===== src/rtl/uart_pkg.sv =====
// Shared UART definitions: receiver state encoding, bit-timing and parity helpers.
package uart_pkg;

  typedef enum logic [2:0] {
    IDLE,
    START,
    DATA,
    PARITY,
    STOP
  } rx_state_t;

  // Whole clock cycles per line bit (integer division, remainder dropped).
  function automatic int cycles_per_bit(input int clk_freq, input int baud);
    return clk_freq / baud;
  endfunction

  // Even-parity bit for a word: 1 when the word holds an odd number of ones.
  function automatic logic even_parity(input logic [63:0] data);
    return ^data;
  endfunction

endpackage


===== src/rtl/uart_rx_if.sv =====
// Host-side bundle of the UART receiver: received word, status flags and acknowledge.
interface uart_rx_if #(
  parameter int DATA_WIDTH = 8
);

  logic [DATA_WIDTH-1:0] RxData;
  logic                  rx_valid;
  logic                  parity_err;
  logic                  frame_err;
  logic                  overrun;
  logic                  busy;
  logic                  rx_ready;

  modport master (
    output RxData, rx_valid, parity_err, frame_err, overrun, busy,
    input  rx_ready
  );

  modport slave (
    input  RxData, rx_valid, parity_err, frame_err, overrun, busy,
    output rx_ready
  );

endinterface


===== src/rtl/uart_sync.sv =====
// Two-flop synchroniser for a single asynchronous input; reset value selectable.
module uart_sync #(
  parameter logic RESET_VAL = 1'b1
) (
  input  logic clk,
  input  logic reset_n,
  input  logic d,
  output logic q
);

  logic meta;

  // Bring d into the clk domain through two back-to-back flops.
  always_ff @(posedge clk or negedge reset_n) begin
    if (!reset_n) begin
      meta <= RESET_VAL;
      q    <= RESET_VAL;
    end else begin
      meta <= d;
      q    <= meta;
    end
  end

endmodule


===== src/rtl/uart_rx.sv =====
// Even-parity UART receiver: start, DATA_WIDTH bits MSB first, even parity, one stop.
// Bits are sampled at their centres after a two-flop synchroniser.
// Optional UART_RX_OVERRUN_EN: words are held until rx_ready and overwrites set a
// sticky overrun flag; without it rx_valid is a single-cycle pulse.
module uart_rx
  import uart_pkg::*;
#(
  parameter int CLK_FREQ   = 100_000_000,
  parameter int BAUD_RATE  = 115_200,
  parameter int DATA_WIDTH = 8
) (
  input  logic      clk,
  input  logic      reset_n,
  input  logic      RxD,
  uart_rx_if.master rx
);

  localparam int CPB      = cycles_per_bit(CLK_FREQ, BAUD_RATE);
  localparam int HALF_BIT = CPB / 2;
  localparam int CW       = (CPB > 1) ? $clog2(CPB) : 1;
  localparam int IW       = $clog2(DATA_WIDTH);

  localparam logic [CW-1:0] CNT_LAST  = CW'(CPB - 1);
  localparam logic [CW-1:0] HALF_LAST = CW'(HALF_BIT - 1);
  localparam logic [IW-1:0] IDX_TOP   = IW'(DATA_WIDTH - 1);

  logic                  rxd_s;
  logic                  rxd_prev;
  rx_state_t             state;
  logic [CW-1:0]         cnt;
  logic [IW-1:0]         idx;
  logic [DATA_WIDTH-1:0] shift;
  logic                  perr;
  logic                  stop_done;
  logic                  done_q;
  logic [DATA_WIDTH-1:0] rx_data_q;
  logic                  parity_err_q;
  logic                  frame_err_q;
  logic                  busy_q;
  logic                  rx_valid_q;

  uart_sync #(.RESET_VAL(1'b1)) u_sync (
    .clk     (clk),
    .reset_n (reset_n),
    .d       (RxD),
    .q       (rxd_s)
  );

  // Completion of a frame: the stop-bit centre sample happens this cycle.
  assign stop_done = (state == STOP) && (cnt == CNT_LAST);

  // Frame FSM: edge-detect the start bit, then sample each bit at its centre.
  always_ff @(posedge clk or negedge reset_n) begin
    if (!reset_n) begin
      rxd_prev     <= 1'b1;
      state        <= IDLE;
      cnt          <= '0;
      idx          <= '0;
      shift        <= '0;
      perr         <= 1'b0;
      rx_data_q    <= '0;
      parity_err_q <= 1'b0;
      frame_err_q  <= 1'b0;
      busy_q       <= 1'b0;
    end else begin
      rxd_prev <= rxd_s;
      case (state)
        IDLE: begin
          busy_q <= 1'b0;
          if (rxd_prev && !rxd_s) begin
            state  <= START;
            cnt    <= '0;
            busy_q <= 1'b1;
          end
        end
        START: begin
          if (cnt == HALF_LAST) begin
            cnt <= '0;
            if (rxd_s) begin
              state  <= IDLE;
              busy_q <= 1'b0;
            end else begin
              state <= DATA;
              idx   <= IDX_TOP;
            end
          end else begin
            cnt <= cnt + 1'b1;
          end
        end
        DATA: begin
          if (cnt == CNT_LAST) begin
            cnt        <= '0;
            shift[idx] <= rxd_s;
            if (idx == '0) begin
              state <= PARITY;
            end else begin
              idx <= idx - 1'b1;
            end
          end else begin
            cnt <= cnt + 1'b1;
          end
        end
        PARITY: begin
          if (cnt == CNT_LAST) begin
            cnt   <= '0;
            perr  <= even_parity(64'(shift)) ^ rxd_s;
            state <= STOP;
          end else begin
            cnt <= cnt + 1'b1;
          end
        end
        STOP: begin
          if (cnt == CNT_LAST) begin
            cnt          <= '0;
            state        <= IDLE;
            busy_q       <= 1'b0;
            rx_data_q    <= shift;
            parity_err_q <= perr;
            frame_err_q  <= ~rxd_s;
          end else begin
            cnt <= cnt + 1'b1;
          end
        end
        default: begin
          state  <= IDLE;
          busy_q <= 1'b0;
        end
      endcase
    end
  end

`ifdef UART_RX_OVERRUN_EN
  logic overrun_q;

  // Hold each word until the host acknowledges; an unread word being replaced
  // raises a sticky overrun that only an acknowledge clears.
  always_ff @(posedge clk or negedge reset_n) begin
    if (!reset_n) begin
      done_q     <= 1'b0;
      rx_valid_q <= 1'b0;
      overrun_q  <= 1'b0;
    end else begin
      done_q <= stop_done;
      if (stop_done) begin
        if (rx_valid_q && !rx.rx_ready) begin
          overrun_q <= 1'b1;
        end else if (rx_valid_q && rx.rx_ready) begin
          overrun_q <= 1'b0;
        end
      end else if (rx_valid_q && rx.rx_ready) begin
        rx_valid_q <= 1'b0;
        overrun_q  <= 1'b0;
      end else if (done_q) begin
        rx_valid_q <= 1'b1;
      end
    end
  end

  assign rx.overrun = overrun_q;
`else
  // Announce each completed word with a single-cycle rx_valid pulse.
  always_ff @(posedge clk or negedge reset_n) begin
    if (!reset_n) begin
      done_q     <= 1'b0;
      rx_valid_q <= 1'b0;
    end else begin
      done_q     <= stop_done;
      rx_valid_q <= done_q;
    end
  end

  assign rx.overrun = 1'b0;
`endif

  assign rx.RxData     = rx_data_q;
  assign rx.rx_valid   = rx_valid_q;
  assign rx.parity_err = parity_err_q;
  assign rx.frame_err  = frame_err_q;
  assign rx.busy       = busy_q;

endmodule


===== src/flat_wrapper.sv =====
// flat-port wrapper written by rule: the top's interface ports become plain ports
module uart_rx_flat import uart_pkg::*;
#(
  parameter int CLK_FREQ   = 100_000_000,
  parameter int BAUD_RATE  = 115_200,
  parameter int DATA_WIDTH = 8
)
  (clk, reset_n, RxD, rx_RxData, rx_rx_valid, rx_parity_err, rx_frame_err, rx_overrun, rx_busy, rx_rx_ready);
  uart_rx_if #(.DATA_WIDTH(DATA_WIDTH)) rx_i ();
  input  logic clk;
  input  logic reset_n;
  input  logic RxD;
  output wire logic [$bits(rx_i.RxData)-1:0] rx_RxData;
  output wire logic [$bits(rx_i.rx_valid)-1:0] rx_rx_valid;
  output wire logic [$bits(rx_i.parity_err)-1:0] rx_parity_err;
  output wire logic [$bits(rx_i.frame_err)-1:0] rx_frame_err;
  output wire logic [$bits(rx_i.overrun)-1:0] rx_overrun;
  output wire logic [$bits(rx_i.busy)-1:0] rx_busy;
  input wire logic [$bits(rx_i.rx_ready)-1:0] rx_rx_ready;
  assign rx_RxData = rx_i.RxData;
  assign rx_rx_valid = rx_i.rx_valid;
  assign rx_parity_err = rx_i.parity_err;
  assign rx_frame_err = rx_i.frame_err;
  assign rx_overrun = rx_i.overrun;
  assign rx_busy = rx_i.busy;
  assign rx_i.rx_ready = rx_rx_ready;
  uart_rx #(.CLK_FREQ(CLK_FREQ), .BAUD_RATE(BAUD_RATE), .DATA_WIDTH(DATA_WIDTH)) u_core (.clk(clk), .reset_n(reset_n), .RxD(RxD), .rx(rx_i));
endmodule

===== config.mk =====
export PLATFORM = sky130hd
export DESIGN_NAME = uart_rx_flat
export DESIGN_NICKNAME = d
export VERILOG_FILES = /design/src/rtl/uart_pkg.sv /design/src/rtl/uart_rx_if.sv /design/src/rtl/uart_sync.sv /design/src/rtl/uart_rx.sv /design/src/flat_wrapper.sv
export SDC_FILE = /design/constraint.sdc
export NUM_CORES = 1
export LEC_CHECK = 0
export CORE_UTILIZATION = 62
export DETAILED_ROUTE_END_ITERATION = 10
export PLACE_DENSITY = 0.95
export SLEW_MARGIN = 5
export SYNTH_ARGS = -nofsm -noshare
export SYNTH_HDL_FRONTEND = slang
export SYNTH_HIERARCHICAL = 1
export SYNTH_SLANG_ARGS = --single-unit

===== constraint.sdc =====
create_clock -name clk -period 4.9 [get_ports clk]
set_input_delay 0.735 -clock clk [delete_from_list [all_inputs] [get_ports clk]]
set_output_delay 0.735 -clock clk [all_outputs]
set_load 0.005 [all_outputs]

[Word level (Yosys, flattened, before mapping)]
Cells that the tools add are included.
Operators by class
  reductions and logical operators: 18
  div/mod/pow operators: 0
  $add $sub $neg: 2
  equality and inequality tests: 15
  bitwise operators: 3
  mux-type cells: 25
  $lt $le $gt $ge: 2
  multiply operators: 0
  shifts and indexed selects: 0
Operators with widths (count)
  $reduce_xor A64 Y1: 1
  $mux W10: 3
  $mux W3: 10
  $pmux W10 S3: 1
  $pmux W3 S5: 1
  $add A10 B1 Y10 const B: 1
  $eq A10 B10 Y1 const B: 1
  $eq A10 B9 Y1 const B: 1
  $ne A2 B1 Y1 const B: 5
  $bwmux W8: 1
  $ne A2 B2 Y1 const B: 4
  $reduce_and A2 Y1: 4
  $eq A3 B2 Y1 const B: 2
  $logic_not A3 Y1: 2
  $pmux W3 S2: 1
  $reduce_and A6 Y1: 1
  $mux W1: 5
  $reduce_and A5 Y1: 1
  $lt A3 B4 Y1 const B: 1
  $pmux W1 S4: 1
  $reduce_and A4 Y1: 1
  $demux W1 S3: 1
  $eq A3 B1 Y1 const B: 1
  $eq A3 B3 Y1 const B: 1
  other kinds (11): 14
Storage, ports and cells
  memories kept: 0
  memory bits (read-only): 0
  output and inout port bits: 13
  register bits: 41
  bits of input ports: 4
  bits in latches: 0
  logic and storage cells: 79
  RAM bits: 0

[Logic depth before layout (Yosys ltp)]
Gate-level depths: netlist of run 1.
  word-level depth: 5
  mapped depth: 7
  mapped depth without buffers: 7

[By module]
Netlist of run 1, hierarchy kept.
Modules (own cells, without submodules)
  uart_rx: instances 1, cells each 193, sequential area each 977.2 µm², area each 2103.3 µm²
  uart_sync: instances 1, cells each 2, sequential area each 52.6 µm², area each 52.6 µm²

[Worst setup path before layout of run 1]
No wires, ideal clock.
  path type: flip-flop to flip-flop
  from: register u_core.cnt[0]
  to: register u_core.idx[0]
  stages on the path, launching flop included: 6
  slack: 2.937 ns
  arrival: 1.836 ns
  period minus slack after synthesis: 1.963 ns
  cell sequence: dfrtp_1 ha_1 nor2b_1 nand2_1 a2111o_1 mux2_1
Between the ends
  cells in the longest elaborated chain, start to end: 3
Ends and longest elaborated chain
  start, declared: line uart_rx.sv:30  | logic [CW-1:0] cnt;
  start signal, assigned: line uart_rx.sv:87  | cnt <= cnt + 1'b1;
  start signal, assigned: line uart_rx.sv:100  | cnt <= cnt + 1'b1;
  start signal, assigned: line uart_rx.sv:109  | cnt <= cnt + 1'b1;
  $eq A10 B10 Y1 / $eq A10 B9 Y1 (equally long branches): line uart_rx.sv:91, uart_rx.sv:77
  $ne A2 B1 Y1 (no source line)
  $reduce_and A5 Y1 (no source line) *
  end signal, assigned: line uart_rx.sv:97  | idx <= idx - 1'b1;
  end, declared: line uart_rx.sv:31  | logic [IW-1:0] idx;
Mark *: on every way between the ends. The rest lies on a longest branch, timed or not.
A chain may end at the register's enable or synchronous reset.

[Worst setup path after layout of run 1]
  from: register u_core.cnt[0]
  to: register u_core.rx_data_q[3], in the netlist u_core/rx.RxData[3]
Between the ends
  cells in the longest elaborated chain, start to end: 2
Ends and longest elaborated chain
  $eq A10 B10 Y1: line uart_rx.sv:113  | if (cnt == CNT_LAST) begin
  $reduce_and A2 Y1 (no source line)
  end signal, assigned: line uart_rx.sv:117  | rx_data_q <= shift;
  end, declared: line uart_rx.sv:36  | logic [DATA_WIDTH-1:0] rx_data_q;
No other way between the ends.

==> results.yml, run 1 <==
timing:
  tns_ns: 0
  max_freq_mhz: 385.6
  setup_violations: 0
  clock_skew_ns: 0.01726
  slew_violations: 0
  relSlewSlack_pct: 38.99
  finalHoldViolations: 0
  period_share_pct: 52.92
  worst_pin_slew_ns: 0.9118
  rsz0062_at_grt: "no"
  post-route-min-period_ns: 2.593
route:
  antenna_left: 0
  drc: 0
  drt_iter0_drc: 73
  routed-via-count: 1569
  wire_per_inst_um: 15.95
  routed_via_density: 6.177
  drt_wl_total_um: 4052
  dr.pass1.iters: 4
cells_and_area:
  area_growth_pct: 9.924
  fillCellCount: 252
  layout-drive-gt1-share_pct: 19.71
  seqCellArea_um2: 1030
  num_antenna_cells: 0
  num-nets-final: 215
  multi_input_area_um2: 1052
critical_path:
  worstSetupEndpointType: "flip-flop"
  slowest_stage: "nor2_1"
  critPathArrivalTime_ns: 2.85
  slowest_delay_ns: 0.73
  crit_end: "u_core/rx.RxData[3]$_DFFE_PN0P_"
  crit_chain: "ha_1 -> nor2b_1 -> nand3_1 -> nor2_1 -> mux2_2"
  reg2reg_depth: 5
  critPathKind: "reg -> reg"
  start_kind: "flip-flop"
  reg2reg_to: "u_core/rx.RxData[3]$_DFFE_PN0P_"
  r2r_start: "u_core/cnt[0]$_DFFE_PN0P_"
  startpoint: "u_core/cnt[0]$_DFFE_PN0P_"
  crit_fanout: 11
  cp.required_ns: 5.15
  r2r_slack_ns: 2.31
hold_path:
  min_path_type: "reg -> reg"
  worstHoldStart: "u_core/u_sync/meta$_DFF_PN1_"
floorplan:
  core_area_um2: 3337
  dieHeight_um: 60.97
  start_util_pct: 64.60
  dieArea_um2: 3717
  rows: 21
  ioPinCount: 17
  die_w_um: 60.97
power:
  power.density_nw_per_um2: 367.3
  finalPower_uw: 870.5
  ir_worst_vdd_uv: 217.9
  total_leakage_power_nw: 1.035
synth:
  synth_warnings: 6
  syn_area_per_cell_um2: 11.06
  synth.top_cell.area_share_pct: 44.11
  syn_area_um2: 2156
  ys_types: 51
  ys_ff_latch: 41
  yosys.area.top_type: "dfrtp_1"
  synth_seq_area_share_pct: 47.77
  synth_edf_count: 0
  syn_nets: 203
  synth.area.top_cells: "dfrtp_1 (44%), mux2_2 (9.9%), dfstp_2 (3.7%)"
  ys.flop_type: "dfrtp_1"
  syn_inst: 195
  async_reset_ff_share_pct: 100.0
clock_tree:
  clockBufferDepth: 2
  postCtsSetupRepairBufs: 0
  clk_latency_ns: 0.35
  postCtsHoldBufs: 0
  root_buffer: "clkbuf_4"
  cts_buffers: 5
  clock-sinks: 41
  clkTransAtPathRegs_ns: 0.12
  cts_resized: 0
  htree_levels: 2
  cts_tree: "built"
placement:
  dp_hpwl_um: 2849
  place.gp.congestion: 0.8381
  port_buffers: 14
global_route:
  grt_max_degree: 42
  antenna_found_initial: 0
  grt_pass1_wl_um: 6444
  track_usage_pct: 24.66
  grt-ovfl-total: 0
  grt_pass1_vias: 1442
outcome:
  status: "finished clean"
run:
  drv_cap: 0
stage by stage:
step	cells	hold slack, ns	util, %	worst slack, ns	instance area (um^2)
6_report	254	0.3604	71.02	2.307	2370
5_1_grt	254	0.3715	71.02	2.146	2370
4_1_cts	254	0.3631	71.02	2.321	2370
3_5_place_dp	246	0.3413	69.07	2.334	2305
3_3_place_gp	246	0.3356	69.07	2.396	2305
2_1_floorplan	195	0.3312	-	2.937	2156
where the power goes:
| part | switching, mW | internal, mW | leakage, nW | total [mW] |
|---|---|---|---|---|
| sequential | 0.0717 | 0.374 | 0.543 | 0.445 |
| clock | 0.107 | 0.0700 | 0.0382 | 0.177 |
| combinational | 0.148 | 0.100 | 0.454 | 0.248 |
cell usage after synthesis (all sizes together) (2+ instances only):
cell,count
inv,8
buf,6
o21ai,9
o31ai,4
nor2b,6
a21oi,3
xnor2,5
a32oi,5
ha,4
nand4,5
clkbuf,3
and3,2
mux2,22
nor2,7
or4,3
o211ai,5
mux2i,2
nand2,14
dfstp,3
nor3,3
nor3b,4
nand3,5
or3b,3
nor4,6
dfrtp,38
a31oi,3
or3,2
worst min-delay path by stage:
| stage | end | slack (ns) | depth (start not counted) |
|---|---|---|---|
| floorplan | u_core/rx.rx_valid$_DFF_PN0_ | 0.33 | 0 |
| global placement | u_core/rx.rx_valid$_DFF_PN0_ | 0.34 | 0 |
| detailed placement | u_core/rx.rx_valid$_DFF_PN0_ | 0.34 | 0 |
| CTS | u_core/u_sync/q$_DFF_PN1_ | 0.36 | 0 |
| global route | u_core/rx.rx_valid$_DFF_PN0_ | 0.37 | 0 |
| finish | u_core/u_sync/q$_DFF_PN1_ | 0.36 | 0 |
cells in the final DEF, fill, tap and decap left out, types with 3 or more instances in the layout:
cell type	count
a21oi_1	3
a32oi_1	4
clkbuf_4	5
clkdlybuf4s50_1	13
dfrtp_1	38
dfstp_2	3
ha_1	4
inv_1	8
mux2_1	3
mux2_2	19
nand2_1	14
nand3_1	5
nand4_1	4
nor2_1	6
nor2b_1	6
nor3_1	3
nor4_1	6
o211ai_1	5
o21ai_0	7
o31ai_1	4
or3b_2	3
or4_1	3
xnor2_1	5
final cells by class:
cell class              instances  share of cell area, %
multi-input cells             137                  44.40
flip-flops and latches         41                  43.45
repair buffers                 14                  5.702
well taps                      46                  2.429
clock buffers                   6                  2.165
inverters                       8                  1.267
clock inverters                 2                 0.5808
cell families after synthesis:
family | synth area share (%)
adders and majority gates | 2.322
muxes | 12.42
buffers and inverters | 3.424
other | 0.1739
DFF | 47.77
and+or+nand+nor | 18.63
xor gates and xnor gates | 3.482
AOI/OAI and AO/OA | 11.78
critical path: cells and delay by family (launching register included):
family        cells  cell delay, ns
flops             1            0.47
mux               1            0.42
fa+ha+maj         1            0.26
simple gates      3            1.35
sequential cells by signal (all words and copies together) (netlist names):
| signal | count |
|---|---|
| u_core/idx | 3 |
| u_core/shift | 8 |
| u_core/rx.frame_err | 1 |
| u_core/done_q | 1 |
| u_core/rx.rx_valid | 1 |
| u_core/u_sync/q | 1 |
| u_core/cnt | 10 |
| u_core/rx.parity_err | 1 |
| u_core/perr | 1 |
| u_core/rxd_prev | 1 |
| u_core/rx.RxData | 8 |
| u_core/state | 3 |
| u_core/rx.busy | 1 |
| u_core/u_sync/meta | 1 |
per-layer routing:
metal | track usage (%) | routed length [um]
met1 | 28.08 | 1712
met2 | 42.23 | 2094
met3 | 8.316 | 177
met4 | 10.71 | 68
met5 | 0 | 0
(Power assumes the default switching activity.)
==> run 2, diff against run 1 <==
--- a/config.mk
+++ b/config.mk
@@ -5,9 +5,9 @@
 export SDC_FILE = /design/constraint.sdc
 export NUM_CORES = 1
 export LEC_CHECK = 0
-export CORE_UTILIZATION = 62
+export CORE_UTILIZATION = 57
 export DETAILED_ROUTE_END_ITERATION = 10
-export PLACE_DENSITY = 0.95
+export PLACE_DENSITY = 0.89
 export SLEW_MARGIN = 5
 export SYNTH_ARGS = -nofsm -noshare
 export SYNTH_HDL_FRONTEND = slang
==> constraint.sdc (replaced) <==
create_clock -name clk -period 2.47 [get_ports clk]
set_input_delay 0.3705 -clock clk [delete_from_list [all_inputs] [get_ports clk]]
set_output_delay 0.3705 -clock clk [all_outputs]
set_load 0.005 [all_outputs]
==> run 2 against run 1 <==
  * Total power is 120% higher
  * Sequential share of layout area is 1.3 points lower
  * Routed wire length is 7.6% higher
  * Critical endpoint is now u_core/idx[1]$_DFFE_PN0P_
==> results.yml, run 2 (synthesized netlist as in run 1, its figures left out) <==
critical_path:
  cp.required_ns: 2.65
  start_kind: "flip-flop"
  slowest_stage: "dfrtp_1"
  critPathMostFrequentCell: "ha_1"
  r2r_slack_ns: 0.28
  worstSetupEndpointType: "flip-flop"
  reg2reg_depth: 7
  crit_fanout: 7
  reg2reg_to: "u_core/idx[1]$_DFFE_PN0P_"
  crit_chain: "inv_1 -> ha_1 -> ha_1 -> nor3b_1 -> o21bai_1 -> a2111o_1 -> mux2_1"
  critPathArrivalTime_ns: 2.37
  slowest_delay_ns: 0.46
  r2r_start: "u_core/idx[0]$_DFFE_PN0P_"
  critPathKind: "reg -> reg"
timing:
  rsz0062_at_grt: "no"
  period_share_pct: 88.77
  clock_skew_ns: 0.007688
  relSlewSlack_pct: 42.50
  tns_ns: 0
  slew_violations: 0
  setup_violations: 0
  max_freq_mhz: 456.1
  post-route-min-period_ns: 2.193
  finalHoldViolations: 0
  worst_pin_slew_ns: 0.8624
placement:
  place.gp.congestion: 0.8662
  port_buffers: 14
  dp_hpwl_um: 3081
route:
  antenna_left: 0
  drc: 0
  drt_iter0_drc: 159
  dr.pass1.iters: 4
  routed-via-count: 1611
  wire_per_inst_um: 16.97
  routed_via_density: 6.268
  drt_wl_total_um: 4361
power:
  p_int_mw: 1.276
  power.share.switching_pct: 34.86
  pwr-share-clk_pct: 28.3
  power.density_nw_per_um2: 801.4
  ir_worst_vdd_uv: 419.1
  p_seq_share_pct: 45.3
  total_leakage_power_nw: 1.072
  switchingPower_uw: 682.6
  power_frac_comb_pct: 26.3
floorplan:
  die_w_um: 63.50
  dieHeight_um: 63.50
  rows: 21
  core_area_um2: 3468
  ioPinCount: 17
  start_util_pct: 62.16
  dieArea_um2: 4032
cells_and_area:
  largest_reg_flops: 10
  fin_util_pct: 70.45
  num_antenna_cells: 0
  layout-drive-gt1-share_pct: 20.38
  final_common_cell: "dfrtp_1"
  num-nets-final: 218
  area_growth_pct: 13.35
  fillCellCount: 239
  largest_register: "u_core/cnt"
  final_cell_mix: "dfrtp_1 (38), mux2_2 (19), nand2_1 (14)"
outcome:
  status: "finished clean"
global_route:
  grt_pass1_vias: 1614
  track_usage_pct: 24.50
  antenna_found_initial: 0
  grt_pass1_wl_um: 7665
  grt-ovfl-total: 0
  grt_max_degree: 42
clock_tree:
  clock-sinks: 41
  htree_levels: 2
  postCtsSetupRepairBufs: 0
  clk_latency_ns: 0.30
  clockBufferDepth: 2
  cts_tree: "built"
  clkTransAtPathRegs_ns: 0.08
  postCtsHoldBufs: 0
  cts_resized: 0
  cts_buffers: 5
  root_buffer: "clkbuf_8"
hold_path:
  min_path_type: "in -> async"
run:
  drv_cap: 0
-- run 2: cell types whose count changed in the layout (fill, tap and decap cells not counted) --
| cell | delta |
|---|---|
| bufinv_16 | +1 |
| clkbuf_8 | +5 |
| clkinv_4 | -1 |
| clkbuf_1 | +1 |
| clkinv_2 | -1 |
| buf_4 | +3 |
| clkbuf_4 | -5 |
-- run 2: worst max-delay path by stage --
stage | slack [ns] | cells after the start | start | to
floorplan | 0.51 | 5 | u_core/cnt[0]$_DFFE_PN0P_ | u_core/idx[0]$_DFFE_PN0P_
global placement | 0.43 | 7 | u_core/idx[0]$_DFFE_PN0P_ | u_core/idx[2]$_DFFE_PN0P_
detailed placement | 0.30 | 7 | u_core/idx[0]$_DFFE_PN0P_ | u_core/idx[1]$_DFFE_PN0P_
CTS | 0.28 | 7 | u_core/idx[0]$_DFFE_PN0P_ | u_core/idx[1]$_DFFE_PN0P_
global route | 0.19 | 4 | u_core/state[1]$_DFFE_PN0P_ | u_core/shift[2]$_DFFE_PN0P_
finish | 0.28 | 7 | u_core/idx[0]$_DFFE_PN0P_ | u_core/idx[1]$_DFFE_PN0P_
-- run 2: metal layers --
metal	GRT usage, %	vias to the layer above	part of all wire [%]
met2	41.49	58	51
met5	0	-	0
li1	-	747	-
met4	9.659	0	1.4
met1	30.84	799	42
met3	4.348	7	5.3
-- run 2: power groups by stage --
stage          registers (mW)  clock network (mW)  logic [mW]
2_1_floorplan           0.816                   0       0.433
3_3_place_gp            0.879                   0       0.466
3_5_place_dp            0.896                   0       0.508
4_1_cts                 0.882               0.559       0.510
5_1_grt                 0.905               0.590       0.572
6_report                0.888               0.555       0.515
-- run 2: critical path: cells and delay by family, from the launching register on --
family,cells,cell delay (ns)
AO/OA/AOI/OAI,2,0.52
flip-flops,1,0.46
adder cells (fa/ha/maj),2,0.41
multiplexers,1,0.34
AND/OR/NAND/NOR,1,0.20
buffers and inverters,1,0.14
-- run 2: layout make-up --
| type | instances | area (um^2) | area share, % |
|---|---|---|---|
| multi-input combinational | 137 | 1052 | 43.06 |
| sequential | 41 | 1030 | 42.14 |
| timing repair buffer | 17 | 157.7 | 6.452 |
| clock buffer | 7 | 86.33 | 3.533 |
| tap | 46 | 57.56 | 2.355 |
| clock inverter | 1 | 30.03 | 1.229 |
| inverter | 8 | 30.03 | 1.229 |
-- run 2: through the flow --
stage | cells | hold slack [ns] | setup slack [ns] | power (mW) | cell area [um^2]
2_1_floorplan | 195 | 0.07491 | 0.5068 | 1.249 | 2156
3_3_place_gp | 249 | 0.3366 | 0.4297 | 1.345 | 2327
3_5_place_dp | 249 | 0.3488 | 0.3002 | 1.404 | 2327
5_1_grt | 257 | 0.2615 | 0.1886 | 2.067 | 2444
6_report | 257 | 0.1800 | 0.2774 | 1.958 | 2444
4_1_cts | 257 | 0.2101 | 0.2794 | 1.952 | 2444
